File: src/rtl/hazard_ctrl.sv
// hazard_ctrl: stall/flush controller for the five-stage pipeline.
// Covers load-use bubbles, taken-branch flushes resolved in EX and
// multi-cycle data-memory freezes (req/ack handshake with wait FSM).
// Optional feature macro: HAZARD_PERF_CNT_EN builds the performance
// counters; without it stall_cnt/flush_cnt/lu_cnt are tied to zero.
module hazard_ctrl #(
    parameter int unsigned TIMEOUT = 255
) (
    input  logic        clk,
    input  logic        rst,
    input  logic        rf_re0_id,
    input  logic        rf_re1_id,
    input  logic [4:0]  rf_ra0_id,
    input  logic [4:0]  rf_ra1_id,
    input  logic        rf_we_ex,
    input  logic [4:0]  rf_wa_ex,
    input  logic        mem_re_ex,
    input  logic        br_taken_ex,
    input  logic        dmem_req_mem,
    input  logic        dmem_ack,
    output logic        stall_pc,
    output logic        stall_if_id,
    output logic        stall_id_ex,
    output logic        stall_ex_mem,
    output logic        flush_if_id,
    output logic        flush_id_ex,
    output logic        flush_mem_wb,
    output logic        mem_busy,
    output logic        mem_timeout,
    output logic [31:0] stall_cnt,
    output logic [31:0] flush_cnt,
    output logic [31:0] lu_cnt
);

    localparam logic [0:0]  ST_RUN      = 1'b0;
    localparam logic [0:0]  ST_MEM_WAIT = 1'b1;
    localparam logic [15:0] TIMEOUT_W   = 16'(TIMEOUT);

    logic [0:0]  state_q, state_d;
    logic [15:0] wait_cnt_q, wait_cnt_d;
    logic        mem_timeout_q, mem_timeout_d;

    logic load_use;
    logic freeze;
    logic lu_applied;

    // Hazard detection: a load in EX feeding a register read in ID, and a
    // memory access that has not completed this cycle.
    always_comb begin
        load_use = mem_re_ex & rf_we_ex & (rf_wa_ex != 5'd0) &
                   ((rf_re0_id & (rf_ra0_id == rf_wa_ex)) |
                    (rf_re1_id & (rf_ra1_id == rf_wa_ex)));
        freeze   = dmem_req_mem & ~dmem_ack;
    end

    // Prioritised stall/flush decode: freeze beats branch beats load-use.
    // A branch under freeze is deferred because EX is held and the branch
    // re-presents itself in the first unfrozen cycle.
    always_comb begin
        stall_pc     = 1'b0;
        stall_if_id  = 1'b0;
        stall_id_ex  = 1'b0;
        stall_ex_mem = 1'b0;
        flush_if_id  = 1'b0;
        flush_id_ex  = 1'b0;
        flush_mem_wb = 1'b0;
        lu_applied   = 1'b0;
        if (freeze) begin
            stall_pc     = 1'b1;
            stall_if_id  = 1'b1;
            stall_id_ex  = 1'b1;
            stall_ex_mem = 1'b1;
            flush_mem_wb = 1'b1;
        end else if (br_taken_ex) begin
            // The ID instruction is wrong-path, so its load-use is moot.
            flush_if_id = 1'b1;
            flush_id_ex = 1'b1;
        end else if (load_use) begin
            stall_pc    = 1'b1;
            stall_if_id = 1'b1;
            flush_id_ex = 1'b1;
            lu_applied  = 1'b1;
        end
    end

    // Memory-wait FSM, wait counter and sticky timeout flag next-state.
    always_comb begin
        state_d       = state_q;
        wait_cnt_d    = wait_cnt_q;
        mem_timeout_d = mem_timeout_q;
        case (state_q)
            ST_RUN: begin
                if (freeze) begin
                    state_d    = ST_MEM_WAIT;
                    wait_cnt_d = 16'd1;
                end else begin
                    wait_cnt_d = 16'd0;
                end
            end
            ST_MEM_WAIT: begin
                if (wait_cnt_q == TIMEOUT_W) begin
                    mem_timeout_d = 1'b1;
                end
                if (dmem_ack) begin
                    state_d    = ST_RUN;
                    wait_cnt_d = 16'd0;
                end else if (wait_cnt_q != TIMEOUT_W) begin
                    wait_cnt_d = wait_cnt_q + 16'd1;
                end
            end
            default: begin
                state_d    = ST_RUN;
                wait_cnt_d = 16'd0;
            end
        endcase
    end

    // Hazard state registers with synchronous reset.
    always_ff @(posedge clk) begin
        if (rst) begin
            state_q       <= ST_RUN;
            wait_cnt_q    <= 16'd0;
            mem_timeout_q <= 1'b0;
        end else begin
            state_q       <= state_d;
            wait_cnt_q    <= wait_cnt_d;
            mem_timeout_q <= mem_timeout_d;
        end
    end

    assign mem_busy    = (state_q == ST_MEM_WAIT);
    assign mem_timeout = mem_timeout_q;

`ifdef HAZARD_PERF_CNT_EN
    logic [31:0] stall_cnt_q, stall_cnt_d;
    logic [31:0] flush_cnt_q, flush_cnt_d;
    logic [31:0] lu_cnt_q,    lu_cnt_d;

    // Event counters; wrap naturally modulo 2^32.
    always_comb begin
        stall_cnt_d = stall_cnt_q + {31'd0, stall_pc};
        flush_cnt_d = flush_cnt_q + {31'd0, flush_if_id};
        lu_cnt_d    = lu_cnt_q    + {31'd0, lu_applied};
    end

    // Counter registers cleared by reset.
    always_ff @(posedge clk) begin
        if (rst) begin
            stall_cnt_q <= 32'd0;
            flush_cnt_q <= 32'd0;
            lu_cnt_q    <= 32'd0;
        end else begin
            stall_cnt_q <= stall_cnt_d;
            flush_cnt_q <= flush_cnt_d;
            lu_cnt_q    <= lu_cnt_d;
        end
    end

    assign stall_cnt = stall_cnt_q;
    assign flush_cnt = flush_cnt_q;
    assign lu_cnt    = lu_cnt_q;
`else
    logic unused_lu;
    assign unused_lu = lu_applied;
    assign stall_cnt = 32'd0;
    assign flush_cnt = 32'd0;
    assign lu_cnt    = 32'd0;
`endif

endmodule
File: config.mk
export PLATFORM = sky130hd
export DESIGN_NAME = hazard_ctrl
export DESIGN_NICKNAME = d
export VERILOG_FILES = /design/src/rtl/hazard_ctrl.sv
export SDC_FILE = /design/constraint.sdc
export NUM_CORES = 1
export LEC_CHECK = 0
export CAP_MARGIN = 20
export CORE_MARGIN = 2
export CORE_UTILIZATION = 38
export CTS_BUF_LIST = sky130_fd_sc_hd__clkbuf_4 sky130_fd_sc_hd__clkbuf_8 sky130_fd_sc_hd__clkbuf_16
export CTS_CLUSTER_DIAMETER = 100
export DETAILED_ROUTE_END_ITERATION = 10
export PLACE_DENSITY = 0.87
export SETUP_SLACK_MARGIN = 0.2
export SLEW_MARGIN = 15
export SYNTH_ARGS = -nofsm -noshare
export SYNTH_HDL_FRONTEND = slang
export SYNTH_SLANG_ARGS = --single-unit
File: constraint.sdc
create_clock -name clk -period 4.7 [get_ports clk]
set_input_delay 0.705 -clock clk [delete_from_list [all_inputs] [get_ports clk]]
set_output_delay 0.705 -clock clk [all_outputs]
set_load 0.1 [all_outputs]
# == Word-level counts from Yosys, hierarchy flattened ==
# Index checks and enable logic that the tools add are counted.
# word_totals
in_bits,24
output_inout_bits,105
ff_bits,18
wordCells,34
# classes
addsub,1
n_eq_ne,5
reduce_logical,2
bitwise,9
mux,14
# ops
op,count
two-way mux 16 bit,2
one-hot mux 16 bit (2 select lines),1
adder 16 x 1 -> 16 bit (second input constant),1
== test 16 x 8 -> 1 bit (second input constant),1
!= test 16 x 8 -> 1 bit (second input constant),1
== test 5 bit,2
two-way mux 1 bit,10
bitwise AND 1 bit,6
nonzero test 5 bit,1
!= test 3 x 2 -> 1 bit (second input constant),1
inverter 1 bit,2
one-hot mux 1 bit (2 select lines),1
AND reduction 2 bit,1
OR 1 bit,1

# == Logic depth before layout (Yosys ltp) ==
# logic_depth
ltp_word,7
mapped_depth,7
ltp_nobuf,5

# == Worst setup path after synthesis ==
# Ideal clock, no wire load.
# synth_timing
path_type,input port to output port
from,input port rf_wa_ex[3]
to,output port stall_pc
path_buffers,1
slack_ps,-1143
cell_stages,5
arrival_time_ps,5138
required_ps,3995
path_cell_list,xor2_1 nor4_1 a32oi_1 o41ai_1 buf_4
# synth_between
elab_chain_len,7
elab_cells_between_ends,11
cone_classes,2 x eq/ne; 3 x mux; 5 x bitwise; 1 x reduce/logical
# synth_rtl
element,line,text
from (decl),16,"input logic [4:0] rf_wa_ex,"
== test 5 bit (on tied branches),"51, 52",
bitwise AND 1 bit (on tied branches),"51, 52",
OR 1 bit,51,((rf_re0_id & (rf_ra0_id == rf_wa_ex)) |
bitwise AND 1 bit *,50,load_use = mem_re_ex & rf_we_ex & (rf_wa_ex != 5'd0) &
two-way mux 1 bit * (3 in a row),--,
to (decl),21,"output logic stall_pc,"
# Every way passes the cells marked *; elsewhere a longest branch is shown, timed or not.

# == Final worst setup path ==
# layout_timing
from,input port dmem_ack
to,output port flush_mem_wb
# layout_between
elab_chain_len,3
# layout_rtl
element,line,text
from (decl),20,"input logic dmem_ack,"
inverter 1 bit,53,freeze = dmem_req_mem & ~dmem_ack;
bitwise AND 1 bit,53,
two-way mux 1 bit,68,if (freeze) begin
to (decl),27,"output logic flush_mem_wb,"
# Every way passes these cells.

==> impl_metrics.csv <==
group,metric,value,unit
yosys,ys_async_sr_fraction,0,
cells_and_area,drive_above_1_share,0.0630,
yosys,syn_inst,228,
placement,gp_congestion,0.773,
cells_and_area,multiInputGateArea,1050,sq um
placement,dp_hpwl,2570,microns
worst_setup_path,r2r_start,"wait_cnt_q[0]",
cts,cts_sinks,18,
yosys,syn_area,1830,sq um
job,cap_violations,0,
cells_and_area,diodes,0,
sta,fin_setup_tns,0,ps
cells_and_area,fin_util,0.397,
sta,layout_min_cycle_time,3430,ps
worst_setup_path,crit_chain,"clkdlybuf4s50_1, nand2b_1, inv_1, clkdlybuf4s50_1",
cells_and_area,nets,280,
yosys,synth_edf_count,0,
floorplanning,pin_count,129,
detailed_routing,drc,0,
cts,path_clk_slew,70,ps
power_and_ir_drop,power_frac_comb,0.591,
cts,cts_resized,0,
outcome,status,"finished clean",
worst_setup_path,worstReg2RegEnd,"wait_cnt_q[1]",
sta,worstMarginPinSlew,981,ps
floorplanning,row_count,25,
power_and_ir_drop,netSwitchingPower,0.433,mW
yosys,ys_seq_area_frac,0.197,
sta,period_share,0.730,
worst_setup_path,crit_type,"in -> out",
detailed_routing,via_per_inst,4.30,
worst_setup_path,cp_max_fo,4,
grt,antenna_found_initial,0,
cts,cts_buffers,3,
detailed_routing,dr.pass1.iters,4,
cts,postCtsHoldBufs,0,
grt,grt_max_degree,14,
detailed_routing,wl_per_cell,10.5,microns
sta,setup_viol,0,
power_and_ir_drop,switching_share,0.627,
power_and_ir_drop,power_density,371,nW/um^2
sta,rsz0062_at_grt,"false",
floorplanning,initial_core_util,0.390,
cts,cts-root-buf,"clkbuf_8",
yosys,synth_warnings,0,
sta,fin_ws,1270,ps
worst_setup_path,cp_slowest_cell,"clkdlybuf4s50_1",
grt,overflow,0,
worst_setup_path,setup.worst_path.start_class,"input pin",
grt,grtUsageTotal,0.108,
yosys,syn_area_per_cell,8.02,sq um
worst_setup_path,cp_data_arrival_time,2730,ps
power_and_ir_drop,leakage,0.834,nW
power_and_ir_drop,power.internal,0.258,mW
placement,io_buffer_count,32,
yosys,synthFlopType,"dfxtp_1",
worst_setup_path,crit_top_cell,"clkdlybuf4s50_1",
worst_hold_path,hp-class,"reg -> reg",
worst_setup_path,r2r_cells,5,
cts,cts_max_level,1,
floorplanning,dieArea,5380,sq um
cells_and_area,area_delta_synth_final,1.71,%
sta,max-slew-margin-rel,0.344,
placement,placed_area,1810,sq um
cts,cts.path.max_buffers,2,
yosys,ys_ff_latch,18,
cts,clk_latency,260,ps
cts,tritoncts,"yes",
detailed_routing,wl,3230,microns
sta,hold_viol,0,
yosys,synthDistinctLibCells,44,
cells_and_area,instances_no_fill,308,
placement,placedCellCount,304,
cells_and_area,regArea,360,sq um
worst_setup_path,worstPathRequired,3990,ps
detailed_routing,antenna_left,0,
sta,skew,6.11,ps
placement,pre_cts_ws,1280,ps
power_and_ir_drop,ir_drop,124,uV
grt,grt_pass1_wl,4620,microns
sta,max_freq,291,MHz
detailed_routing,vias,1325,
floorplanning,core,4690,sq um
cells_and_area,design_area,1860,sq um
detailed_routing,drtIter0Drc,68,
worst_setup_path,endpoint_kind,"output pin",
power_and_ir_drop,power.share.clock,0.186,
cts,cts_setup_buffers,0,
floorplanning,die_height,73.4,microns
sta,slew_viol_final,0,
worst_setup_path,cpPeakStageDelay,1170,ps
power_and_ir_drop,seq_power_share,0.224,
cells_and_area,num-fill-cells,479,
grt,grt_pass1_vias,1097,
worst_hold_path,min_from,"mem_timeout",
worst_hold_path,worstHoldEndpoint,"mem_timeout",
floorplanning,fp.dieW,73.4,microns
power_and_ir_drop,total_power,0.691,mW
worst_hold_path,holdPathStages,2,
sta,hold_slack,487,ps
worst_setup_path,r2r_setup_slack,2800,ps
-- sequential cells by signal (all words and copies together) (netlist names) --
name,cells
mem_timeout,1
wait_cnt_q,16
mem_busy,1
-- cell type report --
cell class | count | share of cell area
clock buffer | 4 | 0.0296
sequential | 18 | 0.194
inverter | 3 | 0.00605
multi-input combinational | 197 | 0.566
timing repair buffer | 32 | 0.168
tap | 54 | 0.0363
-- cell usage after synthesis (2+ instances only) --
library cell	instances	area, sq um
o21ai_1	4	20.0
xnor2_1	3	26.3
nor2_1	7	26.3
and2_1	2	12.5
o21a_1	2	15.0
nor3_1	2	10.0
dfxtp_1	18	360
or3_1	2	12.5
nand2b_1	2	12.5
mux2i_1	2	20.0
clkbuf_1	3	11.3
o41ai_1	2	17.5
buf_2	2	10.0
nand3_1	7	35.0
nand2_1	14	52.6
o21ai_0	3	15.0
a31oi_1	2	12.5
nand4_1	3	18.8
nor4_2	2	25.0
a2111o_1	3	33.8
inv_1	2	7.51
xor2_1	11	96.3
a21oi_1	8	40.0
buf_4	99	743
nor4_1	3	18.8
or4_1	2	15.0
-- power groups by stage --
| stage | Clock, mW | Combinational, mW | Sequential [mW] |
|---|---|---|---|
| final | 0.128 | 0.408 | 0.155 |
| after global routing | 0.134 | 0.418 | 0.155 |
| after CTS | 0.129 | 0.407 | 0.154 |
| after detailed placement | 0 | 0.406 | 0.158 |
| after global placement | 0 | 0.406 | 0.158 |
| after floorplan | 0 | 0.436 | 0.161 |
-- worst max-delay path by stage --
| stage | from | endpoint | cells after the start | slack, ps |
|---|---|---|---|---|
| floorplan | rf_wa_ex[3] | stall_pc | 5 | 330 |
| global placement | dmem_ack | flush_mem_wb | 4 | 1290 |
| detailed placement | dmem_ack | flush_mem_wb | 4 | 1280 |
| CTS | dmem_ack | flush_mem_wb | 4 | 1260 |
| global route | rf_wa_ex[3] | flush_id_ex | 6 | 1200 |
| finish | dmem_ack | flush_mem_wb | 4 | 1270 |
-- critical path, delay by kind of cell --
family                 cells  cell delay [ps]
buffers and inverters      3             1790
AND/OR/NAND/NOR            1              230
-- routing by layer --
| layer | track usage | wire length [microns] | vias up |
|---|---|---|---|
| met5 | 0 | 0 | - |
| met4 | 0.0263 | 18 | 0 |
| met3 | 0.0384 | 344 | 4 |
| met2 | 0.191 | 1600 | 86 |
| met1 | 0.123 | 1270 | 605 |
| li1 | - | - | 630 |
-- cell families (layout without fill, tap and decap cells) --
group,count (synthesis),count (layout),share of synthesized area
AOI/OAI and AO/OA,29,29,0.107
xor gates and xnor gates,14,14,0.0670
adders and majority gates,1,1,0.00684
buffers and inverters,108,39,0.430
DFF,18,18,0.197
muxes,2,2,0.0109
other,1,96,0.00205
and+or+nand+nor,55,55,0.179
-- placed cells by master, fill, tap and decap left out, types with 2 or more instances in the layout --
cell type	synthesis	final
nor3_1	2	2
nand4_1	3	3
conb_1	1	96
nand3_1	7	7
buf_4	99	3
o41ai_2	0	2
xor2_1	11	11
mux2i_1	2	2
nor4_1	3	3
nor4_2	2	2
and2_1	2	2
nand2_1	14	14
a2111o_1	3	3
clkdlybuf4s50_1	0	29
nand2b_1	2	2
a21oi_1	8	8
xnor2_1	3	3
a31oi_1	2	2
dfxtp_1	18	18
clkbuf_8	0	4
or3_1	2	2
inv_1	2	2
o21ai_0	3	3
nor2_1	7	7
o21ai_1	4	4
or4_1	2	2
o21a_1	2	2
Power figures use the tool's default switching activity.
